<file path="src/rtl/seq_add_pkg.sv">
// Shared constants, state encoding and condition-code helpers for the
// digit-serial 64-bit adder (seq_add_64).
package seq_add_pkg;

    localparam int N      = 64;          // operand / result width
    localparam int CHUNK  = 8;           // bits added per RUN cycle
    localparam int NCHUNK = N / CHUNK;   // RUN cycles per operation
    localparam int IDX_W  = (NCHUNK > 1) ? $clog2(NCHUNK) : 1;

    localparam logic [IDX_W-1:0] LAST_IDX = IDX_W'(NCHUNK - 1);

    typedef enum logic [1:0] {
        IDLE = 2'd0,
        RUN  = 2'd1,
        DONE = 2'd2
    } state_e;

    typedef struct packed {
        logic zf;
        logic sf;
        logic of;
    } cc_t;

    // Y86 condition codes from the operand sign bits and the final sum.
    // The B sign is the effective (possibly inverted) operand.
    function automatic cc_t calc_cc(input logic a_msb, input logic b_eff_msb,
                                    input logic [N-1:0] s);
        cc_t cc;
        cc.zf = (s == '0);
        cc.sf = s[N-1];
        cc.of = (a_msb == b_eff_msb) && (s[N-1] != a_msb);
        return cc;
    endfunction

endpackage

</file>
<file path="src/rtl/seq_add_64_if.sv">
// Start/busy/done bus between the execute-stage sequencer (master) and the
// serial adder (slave). The op signal exists only when SEQ_ADD_SUB_MODE_EN
// is defined.
//
// Handshake: the slave samples start only while busy=0 (IDLE or the DONE
// cycle); on that edge a/b(/op) are captured and busy rises for exactly
// NCHUNK cycles. done is a one-cycle pulse; sum and flags are valid from the
// done cycle on and are held until the next completion. start during busy=1
// is ignored, there is no abort.
interface seq_add_64_if;
    import seq_add_pkg::*;

    logic         start;
    logic [N-1:0] a;
    logic [N-1:0] b;
`ifdef SEQ_ADD_SUB_MODE_EN
    logic         op;
`endif
    logic         busy;
    logic         done;
    logic [N-1:0] sum;
    logic         cout;
    logic         zf;
    logic         sf;
    logic         of;

    modport master (
        output start, a, b,
`ifdef SEQ_ADD_SUB_MODE_EN
        output op,
`endif
        input  busy, done, sum, cout, zf, sf, of
    );

    modport slave (
        input  start, a, b,
`ifdef SEQ_ADD_SUB_MODE_EN
        input  op,
`endif
        output busy, done, sum, cout, zf, sf, of
    );

endinterface

</file>
<file path="src/rtl/seq_add_64_add_chunk.sv">
// Combinational W-bit full adder; the single slice adder that seq_add_64
// time-multiplexes across all operand slices.
module add_chunk
    import seq_add_pkg::*;
#(
    parameter int W = CHUNK
) (
    input  logic [W-1:0] x,
    input  logic [W-1:0] y,
    input  logic         cin,
    output logic [W-1:0] s,
    output logic         co
);

    // Widen by one bit so the slice carry-out falls out of the add.
    assign {co, s} = {1'b0, x} + {1'b0, y} + {{W{1'b0}}, cin};

endmodule

</file>
<file path="src/rtl/seq_add_64.sv">
// seq_add_64: multi-cycle digit-serial adder for the Y86-64 sequential ALU.
// One CHUNK-bit slice is added per cycle with a registered carry; the result
// plus cout/zf/sf/of are registered on entry to DONE.
// Optional macro SEQ_ADD_SUB_MODE_EN adds an op input (op=1 computes a-b).
module seq_add_64
    import seq_add_pkg::*;
(
    input  logic        clk,
    input  logic        rst_n,
    seq_add_64_if.slave bus,
    output state_e      state_dbg
);

    state_e           state_q, state_d;
    logic [IDX_W-1:0] idx_q, idx_d;
    logic             carry_q, carry_d;
    logic [N-1:0]     a_q, a_d;
    logic [N-1:0]     b_q, b_d;       // effective B (inverted for subtract)
    logic [N-1:0]     acc_q, acc_d;
    logic [N-1:0]     sum_q, sum_d;
    logic             cout_q, cout_d;
    cc_t              cc_q, cc_d;
    logic             busy_q, busy_d;
    logic             done_q, done_d;

    logic [N-1:0]     b_in;
    logic             cin_in;
    logic [CHUNK-1:0] x_slice, y_slice, s_slice;
    logic             co_slice;

    // Effective B operand and carry-in for the operation being accepted.
`ifdef SEQ_ADD_SUB_MODE_EN
    assign b_in   = bus.op ? ~bus.b : bus.b;
    assign cin_in = bus.op;
`else
    assign b_in   = bus.b;
    assign cin_in = 1'b0;
`endif

    // Current slice of the captured operands feeds the shared slice adder.
    assign x_slice = a_q[idx_q*CHUNK +: CHUNK];
    assign y_slice = b_q[idx_q*CHUNK +: CHUNK];

    add_chunk #(.W(CHUNK)) u_add_chunk (
        .x   (x_slice),
        .y   (y_slice),
        .cin (carry_q),
        .s   (s_slice),
        .co  (co_slice)
    );

    // Next-state / datapath: accept in IDLE or DONE, one slice per RUN cycle,
    // publish result and flags on the final slice.
    always_comb begin
        state_d = state_q;
        idx_d   = idx_q;
        carry_d = carry_q;
        a_d     = a_q;
        b_d     = b_q;
        acc_d   = acc_q;
        sum_d   = sum_q;
        cout_d  = cout_q;
        cc_d    = cc_q;

        case (state_q)
            IDLE, DONE: begin
                if (bus.start) begin
                    a_d     = bus.a;
                    b_d     = b_in;
                    carry_d = cin_in;
                    idx_d   = '0;
                    acc_d   = '0;
                    state_d = RUN;
                end else begin
                    state_d = IDLE;
                end
            end
            RUN: begin
                acc_d[idx_q*CHUNK +: CHUNK] = s_slice;
                carry_d = co_slice;
                if (idx_q == LAST_IDX) begin
                    idx_d   = '0;
                    state_d = DONE;
                    sum_d   = acc_d;
                    cout_d  = co_slice;
                    cc_d    = calc_cc(a_q[N-1], b_q[N-1], acc_d);
                end else begin
                    idx_d = idx_q + IDX_W'(1);
                end
            end
            default: begin
                state_d = IDLE;
            end
        endcase

        busy_d = (state_d == RUN);
        done_d = (state_d == DONE);
    end

    // State and output registers; reset discards any operation in flight.
    always_ff @(posedge clk or negedge rst_n) begin
        if (!rst_n) begin
            state_q <= IDLE;
            idx_q   <= '0;
            carry_q <= 1'b0;
            a_q     <= '0;
            b_q     <= '0;
            acc_q   <= '0;
            sum_q   <= '0;
            cout_q  <= 1'b0;
            cc_q    <= '0;
            busy_q  <= 1'b0;
            done_q  <= 1'b0;
        end else begin
            state_q <= state_d;
            idx_q   <= idx_d;
            carry_q <= carry_d;
            a_q     <= a_d;
            b_q     <= b_d;
            acc_q   <= acc_d;
            sum_q   <= sum_d;
            cout_q  <= cout_d;
            cc_q    <= cc_d;
            busy_q  <= busy_d;
            done_q  <= done_d;
        end
    end

    assign bus.busy  = busy_q;
    assign bus.done  = done_q;
    assign bus.sum   = sum_q;
    assign bus.cout  = cout_q;
    assign bus.zf    = cc_q.zf;
    assign bus.sf    = cc_q.sf;
    assign bus.of    = cc_q.of;
    assign state_dbg = state_q;

endmodule
</file>
<file path="src/flat_wrapper.sv">
// flat-port wrapper written by rule: the top's interface ports become plain ports
module seq_add_64_flat import seq_add_pkg::*;
  (clk, rst_n, state_dbg, bus_start, bus_a, bus_b, bus_busy, bus_done, bus_sum, bus_cout, bus_zf, bus_sf, bus_of);
  seq_add_64_if bus_i ();
  input  logic clk;
  input  logic rst_n;
  output state_e state_dbg;
  input wire logic [$bits(bus_i.start)-1:0] bus_start;
  input wire logic [$bits(bus_i.a)-1:0] bus_a;
  input wire logic [$bits(bus_i.b)-1:0] bus_b;
  output wire logic [$bits(bus_i.busy)-1:0] bus_busy;
  output wire logic [$bits(bus_i.done)-1:0] bus_done;
  output wire logic [$bits(bus_i.sum)-1:0] bus_sum;
  output wire logic [$bits(bus_i.cout)-1:0] bus_cout;
  output wire logic [$bits(bus_i.zf)-1:0] bus_zf;
  output wire logic [$bits(bus_i.sf)-1:0] bus_sf;
  output wire logic [$bits(bus_i.of)-1:0] bus_of;
  assign bus_i.start = bus_start;
  assign bus_i.a = bus_a;
  assign bus_i.b = bus_b;
  assign bus_busy = bus_i.busy;
  assign bus_done = bus_i.done;
  assign bus_sum = bus_i.sum;
  assign bus_cout = bus_i.cout;
  assign bus_zf = bus_i.zf;
  assign bus_sf = bus_i.sf;
  assign bus_of = bus_i.of;
  seq_add_64 u_core (.clk(clk), .rst_n(rst_n), .bus(bus_i), .state_dbg(state_dbg));
endmodule
</file>
<file path="config.mk">
export PLATFORM = sky130hd
export DESIGN_NAME = seq_add_64_flat
export DESIGN_NICKNAME = d
export VERILOG_FILES = /design/src/rtl/seq_add_pkg.sv /design/src/rtl/seq_add_64_if.sv /design/src/rtl/seq_add_64_add_chunk.sv /design/src/rtl/seq_add_64.sv /design/src/flat_wrapper.sv
export SDC_FILE = /design/constraint.sdc
export NUM_CORES = 1
export LEC_CHECK = 0
export CAP_MARGIN = 15
export CORE_ASPECT_RATIO = 1.4
export CORE_UTILIZATION = 58
export CTS_CLUSTER_DIAMETER = 100
export DETAILED_ROUTE_END_ITERATION = 7
export GPL_TIMING_DRIVEN = 0
export PLACE_DENSITY_LB_ADDON = 0.1
export REMOVE_ABC_BUFFERS = 1
export SYNTH_ARGS = -nofsm -noshare
export SYNTH_HDL_FRONTEND = slang
export SYNTH_SLANG_ARGS = --single-unit
export TNS_END_PERCENT = 30
</file>
<file path="constraint.sdc">
create_clock -name clk -period 11.4 [get_ports clk]
set_clock_uncertainty 0.05 [all_clocks]
set_input_delay 1.71 -clock clk [delete_from_list [all_inputs] [get_ports clk]]
set_output_delay 1.71 -clock clk [all_outputs]
set_load 0.02 [all_outputs]
</file>
# == Word-level counts from Yosys, hierarchy flattened ==
# Index checks and enable logic that the tools add are counted.
# classes
n_mux,11
n_reduce_logical,8
n_shift,4
eq_ne,8
addsub,4
# op_table
operator,count
one-hot mux 64 bit (2 select lines),1
variable part select 64 x 7 -> 8 bit,2
bitwise mux 64 bit,1
logical NOT 64 bit,1
two-way mux 64 bit,1
variable shift 8 x 34 -> 64 bit (first input constant),1
variable part select 8 x 34 -> 64 bit,1
negation 6 -> 34 bit,1
adder 8 x 8 -> 9 bit,1
adder 9 x 1 -> 9 bit,1
two-way mux 3 bit,2
one-hot mux 3 bit (2 select lines),1
AND reduction 2 bit,3
equality test 2 x 1 -> 1 bit (second input constant),2
equality test 2 bit (second input constant),2
one-hot mux 2 bit (2 select lines),1
adder 3 x 1 -> 3 bit (second input constant),1
equality test 3 bit (second input constant),1
logical NOT 2 bit,1
two-way mux 1 bit,2
two-way mux 2 bit,1
!= test 2 bit (second input constant),1
one-hot mux 1 bit (2 select lines),1
nonzero test 2 bit,1
4 further kinds,4
# totals
ff_bits,268
wordCells,48
inputBits,131
out_inout_bits,72

# == Depth between registers and ports, before layout ==
# Gate-level depths: netlist of the first run.
# depth
depth_word,7
ltp_mapped,17
ltp_nobuf,13

# == Hierarchy ==
# Synthesis of the first run repeated with hierarchy kept, for this count alone.
# hier_totals
hier_cells,1376
hier_area_um2,12434.4
# modules_own_cells
mod,cells_each,instances,seq_area_each_um2,area_per_inst_um2
seq_add_64,1336,1,6681.4,12102.9
add_chunk,40,1,0.0,331.6

# == Least setup slack after synthesis of the first run ==
# OpenSTA, ideal clock, no wires.
# synth_timing
path_type,reg2reg
start,reg u_core.idx_q[0]
end,"reg u_core.cc_q, in the netlist u_core.bus.zf"
slack_ns,7.356
stages_incl_launch_ff,17
path_buffers,3
period_less_slack_ns,4.044
setup_ns,0.077
t_arrival_ns,3.917
path_cell_list,dfrtp_1 buf_6 buf_2 buf_2 mux4_2 nand2_1 nand2_1 fa_1 inv_1 fa_1 nor2b_1 o31ai_2 xor2_1 o22ai_1 a2111oi_0 nand4_1 o21ai_1
# synth_via
elab_chain_len,6
# synth_lines
item,line,text
"start, declared",seq_add_64.sv:15,"logic [IDX_W-1:0] idx_q, idx_d;"
"start signal, assigned",seq_add_64.sv:116,idx_q <= idx_d;
"variable part select 64 x 7 -> 8 bit, on equally long branches","seq_add_64.sv:41, seq_add_64.sv:42",
adder 8 x 8 -> 9 bit,seq_add_64_add_chunk.sv:16,"assign {co, s} = {1'b0, x} + {1'b0, y} + {{W{1'b0}}, cin};"
adder 9 x 1 -> 9 bit,seq_add_64_add_chunk.sv:16,
variable part select 8 x 34 -> 64 bit,seq_add_64.sv:79,acc_d[idx_q*CHUNK +: CHUNK] = s_slice;
bitwise mux 64 bit,seq_add_64.sv:79,
logical NOT 64 bit,seq_add_pkg.sv:29,cc.zf = (s == '0);
"end signal, assigned",seq_add_64.sv:111,cc_q <= '0;
"end signal, assigned",seq_add_64.sv:123,cc_q <= cc_d;
"end, declared",seq_add_64.sv:22,"cc_t cc_q, cc_d;"
# Parallel ways exist; a longest one is shown, timed or not.
# A chain may end at the register's enable or synchronous reset.

# == Worst setup path after layout of the first run ==
# layout_timing
start,reg u_core.idx_q[2]
end,"reg u_core.cc_q, in the netlist u_core.bus.zf"
# The elaborated chain is that of the path after synthesis.

==> results of run 1 <==
==> state kept, by name, summed over array words and instances, names as in the netlist <==
name	count
u_core.a_q	64
u_core.acc_q	64
u_core.b_q	64
u_core.bus.busy	1
u_core.bus.cout	1
u_core.bus.done	1
u_core.bus.of	1
u_core.bus.sf	1
u_core.bus.sum	63
u_core.bus.zf	1
u_core.carry_q	1
u_core.idx_q	3
u_core.state_dbg	2
==> stage by stage <==
stage / hold slack (ns) / util (%) / worst slack, ns / total power (W)
floorplan: 0.390 / - / 3.32 / 0.00341
CTS: 0.423 / 74.1 / 5.71 / 0.00552
global route: 0.437 / 74.1 / 5.41 / 0.00589
finish: 0.422 / 74.1 / 5.55 / 0.00557
global placement: 0.403 / 68.3 / -2.60 / 0.00445
detailed placement: 0.407 / 69.6 / 5.74 / 0.00457
==> metal layers <==
metal  part of all wire [%]  wire length (um)
met4                    4.8              1560
met2                     52             16800
met5                      0                 0
met1                     38             12200
met3                    5.3              1710
==> critical path, cell delays in order, from the launching register on <==
cell,delay [ns]
dfrtp_1,1.14
clkinv_1,1.02
nand2_1,0.23
nand2_1,0.14
fa_1,0.43
inv_1,0.09
fa_1,0.21
xor2_1,0.89
nor4b_1,0.17
mux2i_1,0.42
nand4_1,0.14
nor4_1,0.42
nand4_1,0.23
o21ai_1,0.17
==> where the power goes <==
| group | switching (W) | total [W] | internal, W |
|---|---|---|---|
| Combinational | 0.00187 | 0.00298 | 0.00111 |
| Clock | 0.000370 | 0.000932 | 0.000562 |
| Sequential | 0.000307 | 0.00166 | 0.00136 |
| Total | 0.00254 | 0.00557 | 0.00303 |
==> logic make-up after synthesis <==
family | count (synthesis) | synth area share, %
simple gates | 657 | 21.6
flops | 267 | 53.4
compound gates | 239 | 12.7
buf+inv | 102 | 3.50
mux | 45 | 6.82
fa+ha+maj | 16 | 1.72
xor+xnor | 4 | 0.280
==> layout by cell type (no fill, tap or decap), types with 3 or more instances in the layout <==
cell type        count
a21o_1               4
a32o_1              10
mux4_2              32
buf_4                3
nor3_1              11
o22ai_1              3
buf_12               3
o31ai_1              5
mux2i_1             10
mux2_2               3
nor2_1              37
ha_1                14
o21ai_0            102
nor2b_1              5
a31oi_1              4
nand2_1            534
a21oi_1             24
o211ai_1             3
or2_2                5
o21ai_1              3
clkdlybuf4s50_1    201
nand4_1              7
and2_1               7
a22o_1              22
xor2_1               3
inv_1               13
nand3b_1             3
clkbuf_16           27
nand3_1             17
clkinv_2             3
a22oi_1             32
nor4_1               7
clkbuf_8            13
buf_16               5
dfrtp_1            265
==> layout make-up <==
type                       instances  area (um2)
sequential                       267        6690
fill                            1587        5490
multi-input combinational        961        5430
timing repair buffer             215        2270
clock buffer                      42         862
tap                              260         325
clock inverter                     6        86.3
inverter                          14        52.6
==> path summary, 6_finish.rpt <==
path | slack, ns | startpoint | cells past startpoint | endpoint
worst min-delay path | 0.42 | u_core.b_q[50]$_DFFE_PN0P_ | 2 | u_core.b_q[50]$_DFFE_PN0P_
min in group asynchronous | 1.00 | rst_n | 1 | u_core.acc_q[54]$_DFFE_PN0P_
worst max-delay path | 5.55 | u_core.idx_q[2]$_DFFE_PN0P_ | 13 | u_core.bus.zf$_DFFE_PN0P_
worst max register to register | 5.55 | u_core.idx_q[2]$_DFFE_PN0P_ | 13 | u_core.bus.zf$_DFFE_PN0P_
max in group asynchronous | 9.37 | rst_n | 2 | u_core.idx_q[0]$_DFFE_PN0P_
worst min register to register | 0.42 | u_core.b_q[50]$_DFFE_PN0P_ | 2 | u_core.b_q[50]$_DFFE_PN0P_
==> impl_metrics.ini, run 1 <==
[cells_and_area]
drive_gt1_share_pct = 7.97
syn2layout_area_growth_pct = 25.5
stdcell_count = 1765
antennaDiodeCount = 0
final_area_um2 = 15700
nets = 1632

[routing]
vias = 10254
via_per_inst = 5.81
ant_nets = 0
drtIter0Drc = 722
wl_um = 32300
wire_per_inst_um = 18.3
dr.pass1.iters = 5
drc_errors = 0

[clock_tree]
cts-buffers-inserted = 26
clock_path_buffers = 3
htree_levels = 1
cts_root_buffer = clkbuf_16
cts_setup_buffers = 0
hold_buffers = 0
cts_tree = done
insertion_delay_ns = 0.54
path_clk_slew_ns = 0.07
cts.sinks = 267
cts_resized = 0

[floorplanning]
pin_count = 203
rows = 63
die_w_um = 126
dieArea_um2 = 22200
initial_utilization_pct = 59.1
core_region_area_um2 = 21200
die_h_um = 176

[worst_hold_path]
hold_class = flip-flop to flip-flop

[sta]
timing.final.crit_period_ns = 5.85
max_freq_mhz = 171
finalCritPeriodShare_pct = 51.3
timing.slew.headroom_pct = 20.8
finalSetupViolCount = 0
fin_tns_setup_ns = 0
tightest_slew_ns = 1.19
drv_slew = 0
rsz0062_at_grt = no
hold_viol_final = 0

[synthesis]
ys_seq_area_share_pct = 53.4
yosysWarnings = 0
synth_area_um2 = 12500
yosys.area.top_type = dfrtp_1
async_flop_share_pct = 100
synth_area_leaders = dfrtp_1 (53%), nand2_1 (16%), mux4_2 (5.8%), o21ai_0 (4.1%), a22oi_1 (1.9%)
yosysUniqueCellTypes = 71
synth_ff_type = dfrtp_1
synth-seq-cells = 267
synth_common_cells = nand2_1 (535), dfrtp_1 (267), o21ai_0 (102)
synth_edf_count = 0
synth_cells = 1330
synth.top_cell.area_share_pct = 53.4
avgSynthCellArea_um2 = 9.42
synth_most_common_cell = nand2_1

[power]
power_density_nw_per_um2 = 355
power.leakage_nw = 7.32
vdd_drop_max_uv = 255

[global_routing]
use_met3_pct = 3.84
grt_pass1_wl_um = 52600
grt_max_degree = 122
grt_pass1_vias = 10411
grt_use_met1_pct = 35.8
antenna_found_initial = 0
use_met2_pct = 54.1
busiest_layer = met2
grt_usage_pct = 30.2
gr-total-overflow = 0

[worst_setup_path]
worst-setup-path-type = flip-flop to flip-flop
cp.arrival_ns = 6.26
critPathRequiredTime_ns = 11.81
end_kind = flip-flop
start_kind = flip-flop
crit_fanout = 24

[place]
dp_hpwl_um = 22000
place_area_um2 = 14800
portBuffers = 202
placedCellCount = 1716
gp_congestion = 0.932

[flow_run]
maxCapViolCount = 0

[status]
status = completed
(Power assumes the default switching activity.)
==> run 2: changes to the inputs <==
--- a/config.mk
+++ b/config.mk
@@ -7,7 +7,7 @@
 export LEC_CHECK = 0
 export CAP_MARGIN = 15
 export CORE_ASPECT_RATIO = 1.4
-export CORE_UTILIZATION = 58
+export CORE_UTILIZATION = 49
 export CTS_CLUSTER_DIAMETER = 100
 export DETAILED_ROUTE_END_ITERATION = 7
 export GPL_TIMING_DRIVEN = 0
==> constraint.sdc (replaced) <==
create_clock -name clk -period 5.1 [get_ports clk]
set_clock_uncertainty 0.05 [all_clocks]
set_input_delay 0.765 -clock clk [delete_from_list [all_inputs] [get_ports clk]]
set_output_delay 0.765 -clock clk [all_outputs]
set_load 0.02 [all_outputs]
==> run 2 against run 1 <==
Against the previous run:
- design area rose by 0.45%
- combinational power grew 120%
- cell count up 3.2%
- sequential share of layout area shrank 0.18 points
- non-clock buffer count is the same
- critical path depth shrank 4
- flip-flop and latch count did not move
- register-to-register slack worse by 5.2 ns
- largest cell class unchanged
==> impl_metrics.ini, run 2 (synthesis gave the netlist of run 1 again) <==
[place]
place_area_um2 = 14900
pre_cts_ws_ns = -0.693
portBuffers = 202
gp_congestion = 0.937
dp_hpwl_um = 22500

[cells_and_area]
nets = 1633
final_area_um2 = 15800
syn2layout_area_growth_pct = 26.1
fin_util_pct = 63.5
final_cell_mix = nand2_1 (534), dfrtp_1 (264), clkdlybuf4s50_1 (201), o21ai_0 (102), nor2_1 (37)
final_common_cell = nand2_1
drive_gt1_share_pct = 7.97
antennaDiodeCount = 0
nFillCells = 2121
regArea_um2 = 6690
largestRegisters = u_core.a_q x64, u_core.acc_q x64, u_core.b_q x64
multi_input_comb_area_um2 = 5440

[worst_setup_path]
cpMostUsedCell = nand4_1
reg2reg_depth = 9
cp.arrival_ns = 5.14
crit_fanout = 24
end_kind = flip-flop
r2r_slack_ns = 0.36
cp-startpoint = u_core.idx_q[2]$_DFFE_PN0P_
critPathSlowestCell = ha_1
cp.depth = 9
r2r_start = u_core.idx_q[2]$_DFFE_PN0P_
path_cells = clkinv_2, ha_1, nand2b_1, or4_4, a221oi_1, nand4_1, nor4_1, nand4_1, o21ai_1
cpLargestDelayFamily = simple AND/OR/NAND/NOR gates
worst-setup-path-type = flip-flop to flip-flop
cp_num_buf_inv = 1
start_kind = flip-flop
max_stage_delay_ns = 0.87
critPathRequiredTime_ns = 5.50

[floorplanning]
dieArea_um2 = 26200
rows = 68
pin_count = 203
initial_utilization_pct = 50.4
die_h_um = 191
core_region_area_um2 = 24800
die_w_um = 137

[status]
status = completed

[power]
total_power_w = 0.0124
power.leakage_nw = 7.31
power_density_nw_per_um2 = 782
vdd_drop_max_uv = 638

[routing]
dr.pass1.iters = 5
met2WireLength_um = 16800
via_per_inst = 5.49
vias = 10003
drc_errors = 0
dr_wl_met3_um = 1460
highest_layer = met4
drtIter0Drc = 621
wire_per_inst_um = 17.8
met1_length_um = 13000
ant_nets = 0
wl_um = 32400

[clock_tree]
insertion_delay_ns = 0.52
hold_buffers = 0
cts_tree = done
cts_setup_buffers = 0
htree_levels = 1
cts-buffers-inserted = 27
cts_root_buffer = clkbuf_16
path_clk_slew_ns = 0.06
clock_path_buffers = 3
cts.sinks = 267

[sta]
finalCritPeriodShare_pct = 92.9
finalSetupViolCount = 0
rsz0062_at_grt = no
max_freq_mhz = 211
drv_slew = 0
tightest_slew_ns = 1.19
hold_viol_final = 0
layout_setup_ws_ns = 0.363
timing.final.crit_period_ns = 4.74
timing.slew.headroom_pct = 19.9
fin_tns_setup_ns = 0

[flow_run]
maxCapViolCount = 0

[global_routing]
grt_max_degree = 96
grt_pass1_vias = 9932
gr-total-overflow = 0
grt_pass1_wl_um = 52400
antenna_found_initial = 0
grt_usage_pct = 25.7

[worst_hold_path]
hold_class = primary input to async pin
run 2: worst paths after layout:
path / endpoint
setup / recovery: u_core.bus.zf$_DFFE_PN0P_
max in group asynchronous: u_core.b_q[1]$_DFFE_PN0P_
hold reg to reg: u_core.b_q[22]$_DFFE_PN0P_
setup reg to reg: u_core.bus.zf$_DFFE_PN0P_
hold / removal: u_core.bus.sum[24]$_DFFE_PN0P_
min in group clk: u_core.b_q[22]$_DFFE_PN0P_
run 2: per-stage QoR:
stage                     std cells  hold slack (ns)
after detailed placement       1772            0.408
after CTS                      1821            0.179
after global placement         1759            0.402
after global routing           1821            0.205
final                          1821            0.159
after floorplan                1242            0.390
run 2: what timing repair did:
| item | in CTS | in global routing |
|---|---|---|
| endpoints found under the hold margin | 0 | 0 |
| endpoints found under the setup margin | 13 | 1 |
| resized for setup | 2 | 1 |
run 2: metal layers:
layer	global-route usage [%]	up-vias
li1	-	4832
met1	32.4	4795
met2	45.3	307
met3	2.89	69
met4	8.79	0
met5	0	-
run 2: where the power goes:
part	switching [W]	internal [W]
Sequential	0.000600	0.00303
Combinational	0.00418	0.00248
Clock	0.000811	0.00125
Total	0.00559	0.00677
run 2: cell type report:
type,count,area share [%]
sequential,267,42.4
timing repair buffer,215,14.5
tap,315,2.50
clock inverter,14,1.24
multi-input combinational,961,34.5
inverter,14,0.341
clock buffer,35,4.60
run 2: worst register-to-register path: stages (launching register included):
cell and delay, ns:
dfrtp_2 0.79, clkinv_2 0.57, ha_1 0.87, nand2b_1 0.36
or4_4 0.63, a221oi_1 0.44, nand4_1 0.14, nor4_1 0.41
nand4_1 0.24, o21ai_1 0.18
